==> src/rtl/dmem_bridge.sv <==
// dmem_bridge: connects the M-stage load/store port to a split address/data
// handshake bus. Decodes MIPS load/store opcodes, checks alignment, formats
// store lanes, extends load data and holds the pipeline while the bus works.
module dmem_bridge #(
  parameter int unsigned TIMEOUT_CYC = 255
) (
  input  logic        clk,
  input  logic        rst,
  input  logic        mem_en,
  input  logic [5:0]  opM,
  input  logic [31:0] addrM,
  input  logic [31:0] wdataM,
  output logic [31:0] rdataM,
  output logic        stall_mem,
  output logic        adel,
  output logic        ades,
  output logic        bus_err,
  output logic        bus_req,
  output logic        bus_wr,
  output logic [1:0]  bus_size,
  output logic [3:0]  bus_wstrb,
  output logic [31:0] bus_addr,
  output logic [31:0] bus_wdata,
  input  logic        bus_addr_ok,
  input  logic        bus_data_ok,
  input  logic [31:0] bus_rdata
);

  localparam int unsigned CW = $clog2(TIMEOUT_CYC + 1);
  localparam logic [CW-1:0] CNT_LAST = CW'(TIMEOUT_CYC - 1);

  typedef enum logic [1:0] {IDLE, ADDR, DATA, DONE} state_e;

  state_e        state_q, state_d;
  logic [CW-1:0] cnt_q, cnt_d;
  logic [31:0]   rdata_q, rdata_d;
  logic          bus_err_q, bus_err_d;
  logic [5:0]    op_q, op_d;
  logic [31:0]   addr_q, addr_d;
  logic [31:0]   wdata_q, wdata_d;

  function automatic logic op_known(input logic [5:0] op);
    return op inside {6'h20, 6'h24, 6'h21, 6'h25, 6'h23, 6'h28, 6'h29, 6'h2B};
  endfunction

  function automatic logic op_store(input logic [5:0] op);
    return op inside {6'h28, 6'h29, 6'h2B};
  endfunction

  function automatic logic op_sext(input logic [5:0] op);
    return op inside {6'h20, 6'h21};
  endfunction

  // 0 = byte, 1 = half, 2 = word
  function automatic logic [1:0] op_size(input logic [5:0] op);
    case (op)
      6'h20, 6'h24, 6'h28: return 2'd0;
      6'h21, 6'h25, 6'h29: return 2'd1;
      default:             return 2'd2;
    endcase
  endfunction

  logic        cur_known, cur_store, cur_mis, acc_ok;
  logic [1:0]  cur_size;
  logic [5:0]  sel_op;
  logic [31:0] sel_addr, sel_wdata;
  logic        sel_store, sel_sext;
  logic [1:0]  sel_size;
  logic [3:0]  wstrb_fmt;
  logic [31:0] wdata_fmt, load_ext;
  logic [7:0]  ld_byte;
  logic [15:0] ld_half;
  logic        req_on;

  // Decode and alignment check of the live M-stage request
  always_comb begin
    cur_known = mem_en & op_known(opM);
    cur_store = op_store(opM);
    cur_size  = op_size(opM);
    cur_mis   = cur_known & (((cur_size == 2'd1) & addrM[0]) |
                             ((cur_size == 2'd2) & (addrM[1:0] != 2'b00)));
    acc_ok    = cur_known & ~cur_mis;
    adel      = cur_mis & ~cur_store;
    ades      = cur_mis & cur_store;
  end

  // Bus formatting: live inputs while idle, latched request once the bus owns it
  always_comb begin
    sel_op    = (state_q == IDLE) ? opM    : op_q;
    sel_addr  = (state_q == IDLE) ? addrM  : addr_q;
    sel_wdata = (state_q == IDLE) ? wdataM : wdata_q;
    sel_store = op_store(sel_op);
    sel_sext  = op_sext(sel_op);
    sel_size  = op_size(sel_op);

    case (sel_size)
      2'd0: begin
        wstrb_fmt = 4'b0001 << sel_addr[1:0];
        wdata_fmt = {4{sel_wdata[7:0]}};
      end
      2'd1: begin
        wstrb_fmt = sel_addr[1] ? 4'b1100 : 4'b0011;
        wdata_fmt = {2{sel_wdata[15:0]}};
      end
      default: begin
        wstrb_fmt = 4'b1111;
        wdata_fmt = sel_wdata;
      end
    endcase
    if (!sel_store) wstrb_fmt = '0;

    case (sel_addr[1:0])
      2'd0:    ld_byte = bus_rdata[7:0];
      2'd1:    ld_byte = bus_rdata[15:8];
      2'd2:    ld_byte = bus_rdata[23:16];
      default: ld_byte = bus_rdata[31:24];
    endcase
    ld_half = sel_addr[1] ? bus_rdata[31:16] : bus_rdata[15:0];

    case (sel_size)
      2'd0:    load_ext = {{24{sel_sext & ld_byte[7]}}, ld_byte};
      2'd1:    load_ext = {{16{sel_sext & ld_half[15]}}, ld_half};
      default: load_ext = bus_rdata;
    endcase
  end

  // Output drive; reset forces the handshake and stall quiet
  always_comb begin
    req_on    = rst & (((state_q == IDLE) & acc_ok) | (state_q == ADDR));
    bus_req   = req_on;
    bus_wr    = req_on & sel_store;
    bus_wstrb = req_on ? wstrb_fmt : '0;
    bus_size  = sel_size;
    bus_addr  = {sel_addr[31:2], 2'b00};
    bus_wdata = wdata_fmt;
    stall_mem = rst & ((state_q == IDLE) ? acc_ok : (state_q != DONE));
    rdataM    = rdata_q;
    bus_err   = bus_err_q;
  end

  // Next-state logic: request latch, data capture and DATA-phase timeout
  always_comb begin
    state_d   = state_q;
    cnt_d     = '0;
    rdata_d   = rdata_q;
    bus_err_d = 1'b0;
    op_d      = op_q;
    addr_d    = addr_q;
    wdata_d   = wdata_q;
    case (state_q)
      IDLE: begin
        if (acc_ok) begin
          op_d    = opM;
          addr_d  = addrM;
          wdata_d = wdataM;
          state_d = bus_addr_ok ? DATA : ADDR;
        end
      end
      ADDR: begin
        if (bus_addr_ok) state_d = DATA;
      end
      DATA: begin
        // data_ok wins over a timeout landing in the same cycle
        if (bus_data_ok) begin
          if (!sel_store) rdata_d = load_ext;
          state_d = DONE;
        end else if (cnt_q == CNT_LAST) begin
          bus_err_d = 1'b1;
          rdata_d   = '0;
          state_d   = DONE;
        end else begin
          cnt_d = cnt_q + CW'(1);
        end
      end
      DONE:    state_d = IDLE;
      default: state_d = IDLE;
    endcase
  end

  // State and data registers with synchronous active-low reset
  always_ff @(posedge clk) begin
    if (!rst) begin
      state_q   <= IDLE;
      cnt_q     <= '0;
      rdata_q   <= '0;
      bus_err_q <= 1'b0;
      op_q      <= '0;
      addr_q    <= '0;
      wdata_q   <= '0;
    end else begin
      state_q   <= state_d;
      cnt_q     <= cnt_d;
      rdata_q   <= rdata_d;
      bus_err_q <= bus_err_d;
      op_q      <= op_d;
      addr_q    <= addr_d;
      wdata_q   <= wdata_d;
    end
  end

endmodule

==> config.mk <==
export PLATFORM = sky130hd
export DESIGN_NAME = dmem_bridge
export DESIGN_NICKNAME = d
export VERILOG_FILES = /design/src/rtl/dmem_bridge.sv
export SDC_FILE = /design/constraint.sdc
export NUM_CORES = 1
export LEC_CHECK = 0
export CORE_MARGIN = 5
export CORE_UTILIZATION = 45
export CTS_CLUSTER_SIZE = 14
export DETAILED_ROUTE_END_ITERATION = 6
export PLACE_DENSITY = 0.81
export SYNTH_ARGS = -nofsm -noshare
export SYNTH_HDL_FRONTEND = slang
export SYNTH_SLANG_ARGS = --single-unit
==> constraint.sdc <==
create_clock -name clk -period 3.3 [get_ports clk]
set_clock_uncertainty 0.15 [all_clocks]
set_input_delay 0.66 -clock clk [delete_from_list [all_inputs] [get_ports clk]]
set_output_delay 0.66 -clock clk [all_outputs]
set_load 0.1 [all_outputs]
==> flow_metrics.env, run 1 <==
export IMPL_p_per_area_nw_per_um2=955.9
export IMPL_pwr_share_clk=0.193
export IMPL_synth_main_ff_cell="dfxtp_1"
export IMPL_path_common_cell="buf_12"
export IMPL_worstSetupPathType="reg -> out"
export IMPL_p_leak_nw=4.053
export IMPL_synth_area_leader_cell="dfxtp_1"
export IMPL_htreeDepth=4
export IMPL_yosys_area_top_type_share=0.3842
export IMPL_drive_above_1_share=0.3313
export IMPL_crit_chain="inv_2 > ha_4 > or4b_4 > a22oi_4 > inv_4 > buf_12 > o21ai_2 > buf_12"
export IMPL_worstMarginPinSlew_ps=1156
export IMPL_grt_overflow_total=0
export IMPL_slew_headroom=0.2267
export IMPL_clockRootBuffer="clkbuf_16"
export IMPL_drt_initial_drc_count=580
export IMPL_synth_common_cells="nand2_1 (181), dfxtp_1 (113), a21oi_1 (112)"
export IMPL_internal_power_mw=5.020
export IMPL_port_buffers=212
export IMPL_yosys_warnings=0
export IMPL_yosys_register_bits=113
export IMPL_area_delta_synth_final_pct=76.54
export IMPL_violations="negative setup slack"
export IMPL_antenna_found_initial=0
export IMPL_cap_violations=0
export IMPL_ioPinCount=215
export IMPL_coreArea_um2=12720
export IMPL_async_flop_share=0
export IMPL_vdd_ir_drop_max_mv=0.7360
export IMPL_crit_required_ps=2490
export IMPL_place_area_um2=9482
export IMPL_finalMaxSlewViolations=0
export IMPL_ys_seq_area_frac=0.3842
export IMPL_fin_crit_sh=1.018
export IMPL_syn_inst=731
export IMPL_synth_most_common_cell="nand2_1"
export IMPL_drc=0
export IMPL_syn_area_um2=5888
export IMPL_max_freq_mhz=297.8
export IMPL_gr_usage_all_layers=0.2774
export IMPL_num_vias=6560
export IMPL_rsz0062_at_grt="true"
export IMPL_switchingPower_mw=4.917
export IMPL_crit_slowest_cell="or4b_4"
export IMPL_cts_buffer_depth=2
export IMPL_seq_power_share=0.150
export IMPL_yosysUniqueCellTypes=60
export IMPL_final_core_util=0.8171
export IMPL_gp_congestion=0.9047
export IMPL_cp_arrival_ps=2550
export IMPL_postRouteAntennaNets=0
export IMPL_endpoint_kind="primary output"
export IMPL_initial_utilization=0.4628
export IMPL_clk_latency_ps=430
export IMPL_setup_viol=15
export IMPL_critPathMaxFanout=26
export IMPL_slowest_delay_ps=530
export IMPL_via_per_inst=5.690
export IMPL_drt_pass1_iter_count=6
export IMPL_wl_per_cell_um=19.61
export IMPL_outcome="finished with violations"
export IMPL_hp_class="reg -> reg"
export IMPL_layout_min_cycle_time_ps=3358
export IMPL_synthTopCellsByArea="dfxtp_1 (38%), nand2_1 (12%), a21oi_1 (9.5%)"
export IMPL_syn_area_per_cell_um2=8.055
export IMPL_grt_pass1_vias=6581
export IMPL_setup_tns_ps=-575.2
export IMPL_startpoint_type="flop"
export IMPL_grt_max_degree=70
export IMPL_hpwl_um=15170
export IMPL_finalWirelength_um=22610
export IMPL_clock_sinks=113
export IMPL_cts_buffers=17
export IMPL_dieArea_um2=15470
export IMPL_cts_tree="yes"
export IMPL_die_x_um=124.4
export IMPL_n_fill_cell=732
export IMPL_path_clk_slew_ps=60
export IMPL_die_y_um=124.4
export IMPL_holdWs_ps=301.6
export IMPL_design_area_um2=10400
export IMPL_final_hold_viol_count=0
export IMPL_grt_pass1_wl_um=35000
export IMPL_row_count=41
export IMPL_diodes=0
export IMPL_switching_share=0.4949
export IMPL_synth_edf_count=0
export IMPL_p_comb_frac=0.657
export IMPL_fin_nets=1081
export IMPL_setup_slack_ps=-58.13
[per-stage QoR]
step                instances  setup slack, ps  power, mW
detailed placement       1113           -132.0      7.788
global route             1153           -134.0      10.19
global placement         1113           -91.40      7.756
floorplan                 732           -252.8      5.707
finish                   1153           -58.13      9.937
CTS                      1150           -33.62      9.848
[final cells by class]
| class | instances | area [µm²] | area share |
|---|---|---|---|
| multi-input cells | 552 | 3925 | 0.3776 |
| repair buffers | 269 | 3284 | 0.3160 |
| flip-flops and latches | 113 | 2265 | 0.2179 |
| clock buffers | 21 | 480.5 | 0.04622 |
| well taps | 172 | 215.2 | 0.02070 |
| clock inverters | 10 | 132.6 | 0.01276 |
| inverters | 16 | 92.59 | 0.008907 |
[layer usage]
layer | GRT usage | routed length, µm
met1 | 0.3184 | 8725
met2 | 0.4695 | 11350
met3 | 0.08276 | 1729
met4 | 0.1360 | 805
met5 | 0 | 0
[placed cells by master (no fill, tap or decap), types with 4 or more instances in the layout]
master,instances
inv_2,4
mux2_2,40
nand2b_1,5
o21ai_0,6
dfxtp_1,111
nor3b_1,4
a21oi_4,24
nor2_1,21
ha_1,4
a21oi_2,6
nand4_1,6
buf_12,78
nor2_4,15
a21oi_1,82
mux2i_4,5
clkbuf_8,4
nor2b_1,4
a221o_1,19
o21ai_4,5
mux2i_2,4
a211o_1,7
nand3_1,10
nand2_1,180
mux2i_1,24
a211oi_1,5
clkinv_2,4
nor3_1,8
clkdlybuf4s50_1,106
o21ai_1,9
clkinvlp_4,11
clkbuf_16,17
buf_4,83
[state kept, by name, indices dropped and copies added, names as in the netlist]
name	count
wdata_q	32
op_q	6
bus_err	1
addr_q	32
cnt_q	8
state_q	2
rdataM	32
[cells by family after synthesis]
logic type               after synthesis  share of synthesized area
flip-flops                           113                     0.3842
multiplexers                          75                     0.1424
AND/OR/NAND/NOR                      271                     0.1993
AO/OA/AOI/OAI                        193                     0.2061
buffers and inverters                 67                    0.04781
other                                  1                  0.0006369
adder cells (fa/ha/maj)                5                    0.01062
XOR/XNOR                               6                   0.008926
[power groups by stage]
stage          logic (mW)  registers (mW)  clock network (mW)
2_1_floorplan        3.88            1.83                   0
3_3_place_gp         6.24            1.51                   0
3_5_place_dp         6.27            1.52                   0
4_1_cts              6.43            1.49                1.93
5_1_grt              6.70            1.50                1.99
6_report             6.52            1.49                1.92
[worst max-delay path: cells and delay by family, from the launching register on]
| family | cells | cell delay, ps |
|---|---|---|
| DFF | 1 | 340 |
| buffers and inverters | 4 | 560 |
| AOI/OAI and AO/OA | 2 | 490 |
| and+or+nand+nor | 1 | 530 |
| adders and majority gates | 1 | 180 |
[path summary, 6_finish.rpt]
check | startpoint | endpoint | slack (ps) | cells past startpoint
hold reg to reg | wdata_q[25] | wdata_q[25] | 300 | 2
hold / removal | wdata_q[25] | wdata_q[25] | 300 | 2
setup reg to reg | state_q[0] | rdataM[17] | 110 | 7
setup / recovery | state_q[1] | bus_wdata[20] | -60 | 8
[timing repair]
action                                 4_1_cts  5_1_grt
endpoints found under the hold margin        0        0
setup endpoints to repair                   30       32
cloned                                       1        0
setup buffers                                5        3
pin swaps                                    7        8
hold buffers                                 0        0
resized for setup                           39       11
No activity file was read; power rests on OpenSTA's default activity.
==> run 2, diff against run 1 <==
--- a/config.mk
+++ b/config.mk
@@ -12,2 +12,3 @@
 export PLACE_DENSITY = 0.81
+export REMOVE_ABC_BUFFERS = 1
 export SYNTH_ARGS = -nofsm -noshare
--- a/constraint.sdc
+++ b/constraint.sdc
@@ -4,2 +4,2 @@
 set_output_delay 0.66 -clock clk [all_outputs]
-set_load 0.1 [all_outputs]
+set_load 0.02 [all_outputs]
==> flow_metrics.env, run 2 (same netlist as run 1, synthesis figures left out) <==
export IMPL_cap_violations=0
export IMPL_finalMaxSlewViolations=0
export IMPL_ioPinCount=215
export IMPL_dieArea_um2=15470
export IMPL_gp_congestion=0.8808
export IMPL_drt_initial_drc_count=455
export IMPL_hpwl_um=13610
export IMPL_gr_usage_all_layers=0.2459
export IMPL_setup_slack_ps=61.95
export IMPL_r2r_cells=9
export IMPL_cts_hold_buf=0
export IMPL_design_area_um2=9151
export IMPL_internal_power_mw=4.273
export IMPL_port_buffers=212
export IMPL_grt_max_degree=76
export IMPL_n_fill_cell=1019
export IMPL_drc=0
export IMPL_cp_arrival_ps=2430
export IMPL_fin_crit_sh=0.9812
export IMPL_grt_overflow_total=0
export IMPL_p_per_area_nw_per_um2=717.1
export IMPL_vdd_ir_drop_max_mv=0.4234
export IMPL_crit_required_ps=2490
export IMPL_switchingPower_mw=2.290
export IMPL_clock_sinks=113
export IMPL_finalWirelength_um=19830
export IMPL_wl_per_cell_um=17.25
export IMPL_hp_class="reg -> reg"
export IMPL_drive_above_1_share=0.1922
export IMPL_coreArea_um2=12720
export IMPL_p_total_mw=6.563
export IMPL_postRouteAntennaNets=0
export IMPL_place_area_um2=8464
export IMPL_pwr_share_clk=0.318
export IMPL_p_comb_frac=0.455
export IMPL_layout_min_cycle_time_ps=3238
export IMPL_p_leak_nw=3.694
export IMPL_preCtsSetupSlack_ps=-516.7
export IMPL_cts_buffer_depth=2
export IMPL_num_vias=6289
export IMPL_outcome="finished, final reports clean"
export IMPL_antenna_found_initial=0
export IMPL_setup_viol=0
export IMPL_die_x_um=124.4
export IMPL_critPathMaxFanout=8
export IMPL_final_common_cell="nand2_1"
export IMPL_endpoint_kind="primary output"
export IMPL_path_clk_slew_ps=50
export IMPL_diodes=0
export IMPL_max_freq_mhz=308.8
export IMPL_grt_pass1_vias=6320
export IMPL_via_per_inst=5.469
export IMPL_fin_nets=1077
export IMPL_area_delta_synth_final_pct=55.42
export IMPL_slew_headroom=0.2795
export IMPL_drt_pass1_iter_count=5
export IMPL_row_count=41
export IMPL_seq_power_share=0.227
export IMPL_htreeDepth=4
export IMPL_regArea_um2=2265
export IMPL_clk_latency_ps=410
export IMPL_worstMarginPinSlew_ps=1077
export IMPL_multiInputGateArea_um2=3453
export IMPL_hold_depth=2
export IMPL_die_y_um=124.4
export IMPL_final_hold_viol_count=0
export IMPL_initial_utilization=0.4628
export IMPL_layout_common_cells="nand2_1 (180), clkdlybuf4s50_1 (177), dfxtp_1 (111)"
export IMPL_startpoint_type="flop"
export IMPL_grt_pass1_wl_um=31820
export IMPL_clockRootBuffer="clkbuf_16"
export IMPL_worstSetupPathType="reg -> out"
export IMPL_cts_tree="yes"
export IMPL_switching_share=0.3490
export IMPL_cts_buffers=17
-- run 2: final timing paths --
path              startpoint       endpoint  slack [ps]
hold reg to reg   wdata_q[1]     wdata_q[1]         300
setup / recovery  state_q[1]  bus_wdata[15]          60
setup reg to reg  state_q[0]     rdataM[16]         400
hold / removal    wdata_q[1]     wdata_q[1]         300
-- run 2: power groups by stage --
stage / Combinational, mW / Sequential [mW] / Clock [mW]
after floorplan: 1.67 / 1.56 / 0
after global placement: 3.00 / 1.51 / 0
after detailed placement: 3.01 / 1.51 / 0
after CTS: 2.92 / 1.49 / 2.11
after global routing: 3.18 / 1.50 / 2.17
final: 2.98 / 1.49 / 2.09
-- run 2: critical path: stages (launching register included) --
cell and delay, ps:
dfxtp_2 350, inv_2 60, ha_4 190, or4b_4 530, a22oi_4 210, buf_6 130, nand2_4 70, clkbuf_16 180
nor2_1 100, a21oi_1 40, buf_2 170
-- run 2: repair_timing --
item | CTS | global route
endpoints found under the setup margin | 35 | 31
resized for setup | 127 | 37
pin swaps | 0 | 1
setup buffers | 2 | 1
gates cloned | 0 | 1
-- run 2: layer usage --
| layer | global-route usage | wire length [µm] | vias up |
|---|---|---|---|
| met5 | 0 | 0 | - |
| met4 | 0.08382 | 390 | 0 |
| met2 | 0.4163 | 9513 | 290 |
| li1 | - | - | 3042 |
| met3 | 0.07804 | 1644 | 31 |
| met1 | 0.2943 | 8284 | 2926 |
-- run 2: cell type report --
| type | instances | share of cell area |
|---|---|---|
| clock inverter | 14 | 0.02570 |
| inverter | 16 | 0.006563 |
| clock buffer | 18 | 0.04799 |
| sequential | 113 | 0.2475 |
| multi-input combinational | 552 | 0.3774 |
| timing repair buffer | 265 | 0.2714 |
| tap | 172 | 0.02352 |
-- run 2: per-stage QoR --
| step | instances | setup TNS (ps) | utilization | hold WS (ps) |
|---|---|---|---|---|
| floorplan | 681 | -295510 | - | 279.7 |
| global placement | 1114 | -7887 | 0.6653 | 290.4 |
| detailed placement | 1114 | -8587 | 0.6653 | 297.6 |
| CTS | 1148 | -105.5 | 0.7142 | 305.1 |
| global route | 1150 | -71.68 | 0.7193 | 319.2 |
| finish | 1150 | 0 | 0.7193 | 301.9 |
